**config.mk**
```make
export PLATFORM = sky130hd
export DESIGN_NAME = fetch_unit_r32i
export DESIGN_NICKNAME = d
export VERILOG_FILES = /design/src/rtl/fetch_unit_r32i_pkg.sv /design/src/rtl/fetch_unit_r32i_fifo.sv /design/src/rtl/fetch_unit_r32i.sv
export SDC_FILE = /design/constraint.sdc
export NUM_CORES = 1
export LEC_CHECK = 0
export ABC_CLOCK_PERIOD_IN_PS = 10150
export CAP_MARGIN = 20
export CORE_MARGIN = 4
export CORE_UTILIZATION = 50
export DETAILED_ROUTE_END_ITERATION = 12
export PLACE_DENSITY = 0.82
export RECOVER_POWER = 100
export SETUP_SLACK_MARGIN = 0.02
export SYNTH_ARGS = -nofsm -noshare
export SYNTH_HDL_FRONTEND = slang
export SYNTH_SLANG_ARGS = --single-unit
```
**constraint.sdc**
```tcl
create_clock -name clock -period 10.15 [get_ports clock]
set_clock_uncertainty 0.05 [all_clocks]
set_input_delay 3.045 -clock clock [delete_from_list [all_inputs] [get_ports clock]]
set_output_delay 3.045 -clock clock [all_outputs]
set_load 0.01 [all_outputs]
```
**src/rtl/fetch_unit_r32i_pkg.sv**
```systemverilog
`default_nettype none
// +--------------------------------------------------------------------------+
// | fetchPkgR32I : shared types and constants for the RV32I fetch unit        |
// | Rev 1.0                                                                   |
// +--------------------------------------------------------------------------+
package fetchPkgR32I;

  localparam logic [0:0] ST_RUN   = 1'b0;
  localparam logic [0:0] ST_FAULT = 1'b1;

  typedef enum logic [0:0] {
    RUN   = ST_RUN,
    FAULT = ST_FAULT
  } FetchState;

  localparam int          INS_BYTES  = 4;
  localparam logic [31:0] RESET_ADDR = 32'h0000_0000;

endpackage
`default_nettype wire

```
**src/rtl/fetch_unit_r32i_fifo.sv**
```systemverilog
`default_nettype none
// +--------------------------------------------------------------------------+
// | fetchFifoR32I : DEPTH-entry synchronous FIFO of {addr, ins} pairs         |
// | Rev 1.0                                                                   |
// +--------------------------------------------------------------------------+
module fetchFifoR32I #(
  parameter int DEPTH = 2,
  parameter int WIDTH = 64
) (
  input  logic                       clk_i,
  input  logic                       rst_ni,
  input  logic                       push_i,
  input  logic [WIDTH-1:0]           data_i,
  input  logic                       pop_i,
  input  logic                       flush_i,
  output logic [WIDTH-1:0]           head_o,
  output logic [$clog2(DEPTH):0]     count_o,
  output logic                       empty_o,
  output logic                       full_o
);

  localparam int PTR_W = $clog2(DEPTH);

  logic [WIDTH-1:0] mem_q [DEPTH];
  logic [PTR_W-1:0] wrPtr_q;
  logic [PTR_W-1:0] rdPtr_q;
  logic [PTR_W:0]   count_q;

  always_ff @(posedge clk_i or negedge rst_ni) begin
    if (!rst_ni) begin
      for (int i = 0; i < DEPTH; i++) begin
        mem_q[i] <= '0;
      end
      wrPtr_q <= '0;
      rdPtr_q <= '0;
      count_q <= '0;
    end else if (flush_i) begin
      wrPtr_q <= '0;
      rdPtr_q <= '0;
      count_q <= '0;
    end else begin
      if (push_i) begin
        mem_q[wrPtr_q] <= data_i;
        wrPtr_q        <= wrPtr_q + PTR_W'(1);
      end
      if (pop_i) begin
        rdPtr_q <= rdPtr_q + PTR_W'(1);
      end
      count_q <= count_q + (PTR_W+1)'(push_i) - (PTR_W+1)'(pop_i);
    end
  end

  assign head_o  = mem_q[rdPtr_q];
  assign count_o = count_q;
  assign empty_o = (count_q == '0);
  assign full_o  = (count_q == (PTR_W+1)'(DEPTH));

endmodule
`default_nettype wire

```
**src/rtl/fetch_unit_r32i.sv**
```systemverilog
`default_nettype none
// +--------------------------------------------------------------------------+
// | fetch_unit_r32i : RV32I instruction fetch with credit-limited requests    |
// | Rev 1.0                                                                   |
// +--------------------------------------------------------------------------+
module fetch_unit_r32i
  import fetchPkgR32I::*;
#(
  parameter int               dataW     = 32,
  parameter logic [dataW-1:0] ResetAddr = dataW'(RESET_ADDR),
  parameter int               BufDepth  = 2
) (
  input  logic             clock,
  input  logic             nReset,
  output logic             memReqValid,
  input  logic             memReqReady,
  output logic [dataW-1:0] memReqAddr,
  input  logic             memRspValid,
  input  logic [dataW-1:0] memRspData,
  output logic             insValid,
  input  logic             insReady,
  output logic [dataW-1:0] rawIns,
  output logic [dataW-1:0] insAddr,
  input  logic             redirect,
  input  logic [dataW-1:0] redirectAddr,
  output logic             fetchFault
);

  localparam int               CNT_W   = $clog2(BufDepth) + 1;
  localparam logic [CNT_W:0]   DEPTH_C = (CNT_W+1)'(BufDepth);
  localparam logic [dataW-1:0] STEP    = dataW'(INS_BYTES);

  logic [dataW-1:0]   fetchPC_q, fetchPC_d;
  logic [dataW-1:0]   rspPC_q, rspPC_d;
  logic [CNT_W-1:0]   outstanding_q, outstanding_d;
  logic [CNT_W-1:0]   dropCount_q, dropCount_d;
  FetchState          state_q, state_d;
  logic               started_q;

  logic [CNT_W-1:0]   fifoCount;
  logic               fifoEmpty, fifoFull;
  logic [2*dataW-1:0] fifoHead;
  logic [CNT_W:0]     inUse;
  logic               reqFire, rspAccept, rspDrop, rspKeep, fifoPush, fifoPop;

  // A slot freed by this cycle's pop is reusable at once, giving one word per cycle.
  assign inUse       = {1'b0, outstanding_q} + {1'b0, fifoCount} - (CNT_W+1)'(fifoPop);
  assign memReqValid = started_q && (state_q == RUN) && !redirect && (inUse < DEPTH_C);
  assign reqFire     = memReqValid && memReqReady;
  assign memReqAddr  = fetchPC_q;

  assign rspAccept = memRspValid && (outstanding_q != '0);
  assign rspDrop   = rspAccept && ((dropCount_q != '0) || redirect || (state_q != RUN));
  assign rspKeep   = rspAccept && !rspDrop;
  assign fifoPush  = rspKeep && (!fifoFull || fifoPop);

  assign insValid   = !fifoEmpty && !redirect && (state_q == RUN);
  assign fifoPop    = insValid && insReady;
  assign rawIns     = fifoHead[dataW-1:0];
  assign insAddr    = fifoHead[2*dataW-1:dataW];
  assign fetchFault = (state_q == FAULT);

  always_comb begin
    fetchPC_d     = fetchPC_q;
    rspPC_d       = rspPC_q;
    dropCount_d   = dropCount_q;
    state_d       = state_q;
    outstanding_d = outstanding_q + CNT_W'(reqFire) - CNT_W'(rspAccept);
    if (reqFire) begin
      fetchPC_d = fetchPC_q + STEP;
    end
    if (rspKeep) begin
      rspPC_d = rspPC_q + STEP;
    end
    if (rspDrop && (dropCount_q != '0)) begin
      dropCount_d = dropCount_q - CNT_W'(1);
    end
    // Everything still in flight after this edge belongs to the old stream.
    if (redirect) begin
      dropCount_d = outstanding_d;
      rspPC_d     = redirectAddr;
      if (redirectAddr[1:0] == 2'b00) begin
        fetchPC_d = redirectAddr;
      end else begin
        state_d = FAULT;
      end
    end
  end

  always_ff @(posedge clock or negedge nReset) begin
    if (!nReset) begin
      fetchPC_q     <= ResetAddr;
      rspPC_q       <= ResetAddr;
      outstanding_q <= '0;
      dropCount_q   <= '0;
      state_q       <= RUN;
      started_q     <= 1'b0;
    end else begin
      fetchPC_q     <= fetchPC_d;
      rspPC_q       <= rspPC_d;
      outstanding_q <= outstanding_d;
      dropCount_q   <= dropCount_d;
      state_q       <= state_d;
      started_q     <= 1'b1;
    end
  end

  fetchFifoR32I #(
    .DEPTH (BufDepth),
    .WIDTH (2*dataW)
  ) u_fifo (
    .clk_i   (clock),
    .rst_ni  (nReset),
    .push_i  (fifoPush),
    .data_i  ({rspPC_q, memRspData}),
    .pop_i   (fifoPop),
    .flush_i (redirect),
    .head_o  (fifoHead),
    .count_o (fifoCount),
    .empty_o (fifoEmpty),
    .full_o  (fifoFull)
  );

endmodule
`default_nettype wire

```
### Word level (Yosys, flattened, before mapping)

Cells that the tools add are included.

| cells by class | value |
|---|---|
| reduce and logical (&&, ||, !) cells | 30 |
| mux-type cells | 18 |
| bitwise operators | 5 |
| equality and inequality tests | 1 |
| add/subtract/negate cells | 11 |
| magnitude comparators | 4 |

Operators by type and width:

| operator | count |
|---|---|
| $mux W64 | 4 |
| $mux W32 | 5 |
| $bwmux W128 | 1 |
| $add A32 B3 Y32 const B | 2 |
| $demux W64 S1 | 1 |
| $logic_and A1 B1 Y1 | 13 |
| $reduce_bool A2 Y1 | 6 |
| $mux W2 | 3 |
| $add A2 B1 Y2 | 2 |
| $ge A2 B2 Y1 const B | 2 |
| $logic_not A1 Y1 | 4 |
| $logic_not A2 Y1 | 2 |
| $mux W1 | 4 |
| $not A1 Y2 | 2 |
| $reduce_and A2 Y1 | 2 |
| $sub A2 B1 Y2 | 2 |
| $add A2 B2 Y3 | 1 |
| $logic_or A1 B1 Y1 | 3 |
| $lt A3 B2 Y1 const B | 1 |
| $not A1 Y1 | 3 |
| $sub A3 B1 Y3 | 1 |
| $add A1 B1 Y1 const B | 2 |
| $eq A2 B2 Y1 const B | 1 |
| $lt A2 B1 Y1 const B | 1 |
| $sub A2 B1 Y2 const B | 1 |

| word-level totals | value |
|---|---|
| output and inout bits | 99 |
| register bits | 202 |
| bits of input ports | 70 |
| logic and storage cells | 80 |

### Logic depth before layout (Yosys ltp)

| logic depth | value |
|---|---|
| depth in word-level cells | 12 |
| mapped depth | 18 |
| depth with buffers taken out | 17 |

### Modules after synthesis

From an unflattened synthesis, not the netlist that was laid out.

| second synthesis, totals | value |
|---|---|
| cells, all modules | 811 |
| area, all modules | 10,148.5 µm² |

By module, submodules not included:

| module | times used | area an instance (µm²) | sequential area each (µm²) | cells each |
|---|---|---|---|---|
| fetchFifoR32I | 1 | 6,058.3 | 3,303.2 | 360 |
| fetch_unit_r32i | 1 | 4,090.2 | 1,751.7 | 451 |

### Least setup slack after synthesis

Ideal clock, no wire load.

| timing | value |
|---|---|
| kind | input to output |
| start point | input port redirect |
| end point | output port memReqValid |
| path buffers | 0 |
| cell stages on the path | 10 |
| data arrival time | 5.015 ns |
| path slack | 2.040 ns |
| cells stage by stage | nor2_1 > a21boi_0 > and2_1 > ha_1 > inv_1 > nand2_1 > fa_1 > and4bb_1 > nand2_1 > inv_1 |

| on the way | value |
|---|---|
| longest elaborated chain between the ends | 7 |
| elaborated cells on any way between the ends | 8 |

Ends and longest elaborated chain:

| item | RTL line | source |
|---|---|---|
| from (decl) | fetch_unit_r32i.sv:24 | `input logic redirect,` |
| $logic_not A1 Y1 | fetch_unit_r32i.sv:57 | `assign insValid = !fifoEmpty && !redirect && (state_q == RUN);` |
| $logic_and A1 B1 Y1 (2 in series) | fetch_unit_r32i.sv:57 |  |
| named net insValid | fetch_unit_r32i.sv:20 | `output logic insValid,` |
| $logic_and A1 B1 Y1 | fetch_unit_r32i.sv:58 | `assign fifoPop = insValid && insReady;` |
| $sub A3 B1 Y3 | fetch_unit_r32i.sv:47 | `assign inUse = {1'b0, outstanding_q} + {1'b0, fifoCount} - (CNT_W+1)'(fifoPop);` |
| $lt A3 B2 Y1 | fetch_unit_r32i.sv:48 | `assign memReqValid = started_q && (state_q == RUN) && !redirect && (inUse < DEPTH_C);` |
| $logic_and A1 B1 Y1 | fetch_unit_r32i.sv:48 |  |
| to (decl) | fetch_unit_r32i.sv:15 | `output logic memReqValid,` |

The timed path passes the listed nets, and every way through them passes these cells.

### Worst setup path after layout

| timing | value |
|---|---|
| start point | input port memRspValid |
| end point | register u_fifo.mem_q[85] (netlist name) |

| on the way | value |
|---|---|
| longest elaborated chain between the ends | 6 |

Ends and longest elaborated chain:

| item | RTL line | source |
|---|---|---|
| from (decl) | fetch_unit_r32i.sv:18 | `input logic memRspValid,` |
| $logic_and A1 B1 Y1 * | fetch_unit_r32i.sv:52 | `assign rspAccept = memRspValid && (outstanding_q != '0);` |
| $logic_and A1 B1 Y1 | fetch_unit_r32i.sv:53 | `assign rspDrop = rspAccept && ((dropCount_q != '0) \|\| redirect \|\| (state_q != RUN));` |
| $logic_not A1 Y1 | fetch_unit_r32i.sv:54 | `assign rspKeep = rspAccept && !rspDrop;` |
| $logic_and A1 B1 Y1 * | fetch_unit_r32i.sv:54 |  |
| $logic_and A1 B1 Y1 * | fetch_unit_r32i.sv:55 | `assign fifoPush = rspKeep && (!fifoFull \|\| fifoPop);` |
| $reduce_and A2 Y1 (no line) * | n/a |  |
| to (signal, indexed assignment) | fetch_unit_r32i_fifo.sv:43 | `mem_q[wrPtr_q] <= data_i;` |
| to (decl) | fetch_unit_r32i_fifo.sv:24 | `logic [WIDTH-1:0] mem_q [DEPTH];` |

Mark *: on every way between the ends. The rest lies on a longest branch, timed or not.
A chain may end at the register's enable or synchronous reset.

==> impl_metrics.ini <==
[setup_path]
regToRegStartpoint = fetchFault$_DFFE_PN0P_
worstSetupEndpointType = flop
crit_type = in2reg
crit_path_start_kind = primary input
required_ps = 10460
worstPathMaxFanout = 34
arrival_ps = 9210
cp-startpoint = memRspValid

[yosys]
synth_area_leaders = dfrtp_1 (52%), mux2_2 (22%), nand2_1 (3.2%)
ys_seq_area_frac = 0.516
synthCells = 830
yosys.area.top_type = dfrtp_1
syn_area_um2 = 9790
synthFlopType = dfrtp_1
yosys_warnings = 0
avgSynthCellArea_um2 = 11.8
synth_cell_types = 59
synth_top_area_frac = 0.516
syn-num-nets = 909
synth_edf_count = 0
synthArstFlopShare = 1.00
synth-seq-cells = 202

[min_path]
hold_path_class = reg2reg
hp-start = memReqAddr[1]$_DFFE_PN0P_

[status]
violations = max-capacitance violations, max-slew violations
status = finished, violations left

[timing]
fin_crit_ps = 8900
final_hold_viol_count = 0
finalCritPeriodShare = 0.877
worst_pin_slew_ps = 3720
setup_viol_count_final = 0
fmax_ghz = 0.112
finalSetupTns_ps = 0
rsz0062_at_grt = false
maxSlewHeadroom = -1.48
slew_violations = 348

[grt]
grt_first_pass_wirelength_mm = 38.3
use_met2 = 0.350
grt_usage = 0.213
top_usage_layer = met2
use_met3 = 0.0368
grt_pass1_vias = 7298
grt_max_degree = 133
grt_util_met1 = 0.298
antenna_found_initial = 0
grt.overflow.total = 0

[finish]
drive_gt1_frac = 0.236
fin_cells = 1258
finalInstanceArea_um2 = 12400
syn_to_final_growth_pct = 26.5
final_common_cell = dfrtp_1
final_cell_mix = dfrtp_1 (202), mux2_2 (188), dlygate4sd3_1 (91), nand2_1 (82), clkdlybuf4s50_1 (75)
diodes = 0
final_nets = 1063

[die]
chipHeight_um = 148
die_x_um = 148
initial_utilization = 0.516
core-area_um2 = 19000
num_rows = 50
dieArea_um2 = 21900
io_pins = 169

[detailed_routing]
totalWireLength_mm = 23.4
first_pass_iters = 5
drc = 0
drtIter0Drc = 540
vias = 7173
detail_route.wl_per_cell_um = 18.6
ant_nets = 0
vias_per_cell = 5.70

[pwr]
pwr-share-seq = 0.457
vdd_drop_max_uv = 99.7
netSwitchingPower_mw = 0.479
pwr-share-clk = 0.425
p_int_mw = 1.51
p_leak_nw = 5.79
comb_power_share = 0.118
powerDensity_nw_per_um2 = 161
power_mw = 1.99
swShare = 0.241

[cts]
cts_max_path_buffers = 3
cts_setup_buffers = 0
cts.sinks = 202
cts_root_buf = clkbuf_16
post_cts_resized = 0
cts_buffers = 22
hold_buffers = 0
htreeDepth = 1
clk_latency_ps = 500
clk_pin_slew_ps = 60
cts_tree = built

[place]
gp_congestion = 0.851
dp.cells = 1219
hpwl_mm = 15.8
io_buffers = 168
placed_cell_area_um2 = 11700

[job]
max-cap-violations = 7
stage by stage:
stage	util	hold slack (ps)	setup slack (ps)
6_report	0.653	439	1250
5_1_grt	0.653	456	804
3_5_place_dp	0.615	425	1460
2_1_floorplan	-	424	2040
3_3_place_gp	0.615	423	1540
4_1_cts	0.656	439	1440
Yosys cell counts (2+ instances only):
| cell type | n |
|---|---|
| nor4_4 | 2 |
| nand2_1 | 83 |
| nor4_2 | 2 |
| buf_2 | 14 |
| inv_1 | 18 |
| nor2b_1 | 3 |
| nor2_1 | 29 |
| buf_1 | 3 |
| a22oi_1 | 2 |
| xnor2_1 | 29 |
| or3_1 | 2 |
| buf_4 | 5 |
| mux2_2 | 195 |
| a221o_1 | 2 |
| a21oi_1 | 5 |
| mux2i_1 | 6 |
| nor4_1 | 7 |
| and4_1 | 3 |
| o31ai_1 | 3 |
| a31o_2 | 2 |
| ha_1 | 8 |
| nand3_2 | 3 |
| a31oi_1 | 8 |
| xor2_1 | 3 |
| o21ai_1 | 11 |
| nand3_1 | 27 |
| and3_1 | 10 |
| and2_1 | 7 |
| a21o_1 | 4 |
| nor3_1 | 15 |
| o311ai_0 | 10 |
| a32oi_1 | 3 |
| clkbuf_1 | 23 |
| o21ai_0 | 32 |
| o211ai_1 | 7 |
| dfrtp_1 | 202 |
| nand4_1 | 19 |
| and2_0 | 2 |
area by class of cell:
cell class              instances  area (um2)
repair buffers                177        1730
clock buffers                  33         683
flip-flops and latches        202        5050
clock inverters                 5         100
inverters                      20        75.1
multi-input cells             561        4410
well taps                     260         325
fillers                      1477        6580
layer usage:
layer,up-vias,wire length [um]
met5,-,0
met1,3575,10100
met4,0,479
li1,3288,-
met2,271,11400
met3,39,1410
worst max-delay path, stage by stage:
cell and delay [ps]:
dlygate4sd3_1 530, o21a_1 190, nand3_1 90, clkbuf_1 540
a31oi_1 590, nor2b_1 2200, clkbuf_1 1540, mux2_2 460
power by group through the flow:
| stage | Clock, mW | Sequential, mW | Combinational (mW) |
|---|---|---|---|
| finish | 0.845 | 0.910 | 0.236 |
| CTS | 0.865 | 0.910 | 0.249 |
| detailed placement | 0 | 0.923 | 0.246 |
| floorplan | 0 | 0.913 | 0.117 |
| global route | 0.903 | 0.917 | 0.263 |
| global placement | 0 | 0.922 | 0.239 |
flip-flops by register name, summed over array words and instances (netlist names):
name	cells
dropCount_q	2
fetchFault	1
memReqAddr	32
outstanding_q	2
rspPC_q	32
started_q	1
u_fifo.count_o	2
u_fifo.mem_q	128
u_fifo.rdPtr_q	1
u_fifo.wrPtr_q	1
path summary, 6_finish.rpt:
| path | to | slack (ps) | cells past startpoint |
|---|---|---|---|
| setup / recovery | u_fifo.mem_q[85]$_DFFE_PN0P_ | 1250 | 8 |
| min in group asynchronous | u_fifo.mem_q[35]$_DFFE_PN0P_ | 2610 | 1 |
| setup reg to reg | u_fifo.mem_q[85]$_DFFE_PN0P_ | 3830 | 7 |
| max in group asynchronous | u_fifo.mem_q[95]$_DFFE_PN0P_ | 3430 | 2 |
| hold / removal | memReqAddr[1]$_DFFE_PN0P_ | 440 | 1 |
| hold reg to reg | memReqAddr[1]$_DFFE_PN0P_ | 440 | 1 |
cell families (layout without fill, tap and decap cells):
logic type / count (synthesis) / in the layout / share of synthesized area
mux: 201 / 201 / 0.230
xor+xnor: 32 / 32 / 0.0286
flops: 202 / 202 / 0.516
buf+inv: 67 / 235 / 0.0303
simple gates: 222 / 222 / 0.118
other cells: 1 / 1 / 0.000383
compound gates: 96 / 96 / 0.0639
fa+ha+maj: 9 / 9 / 0.0123
Power figures use the tool's default switching activity.
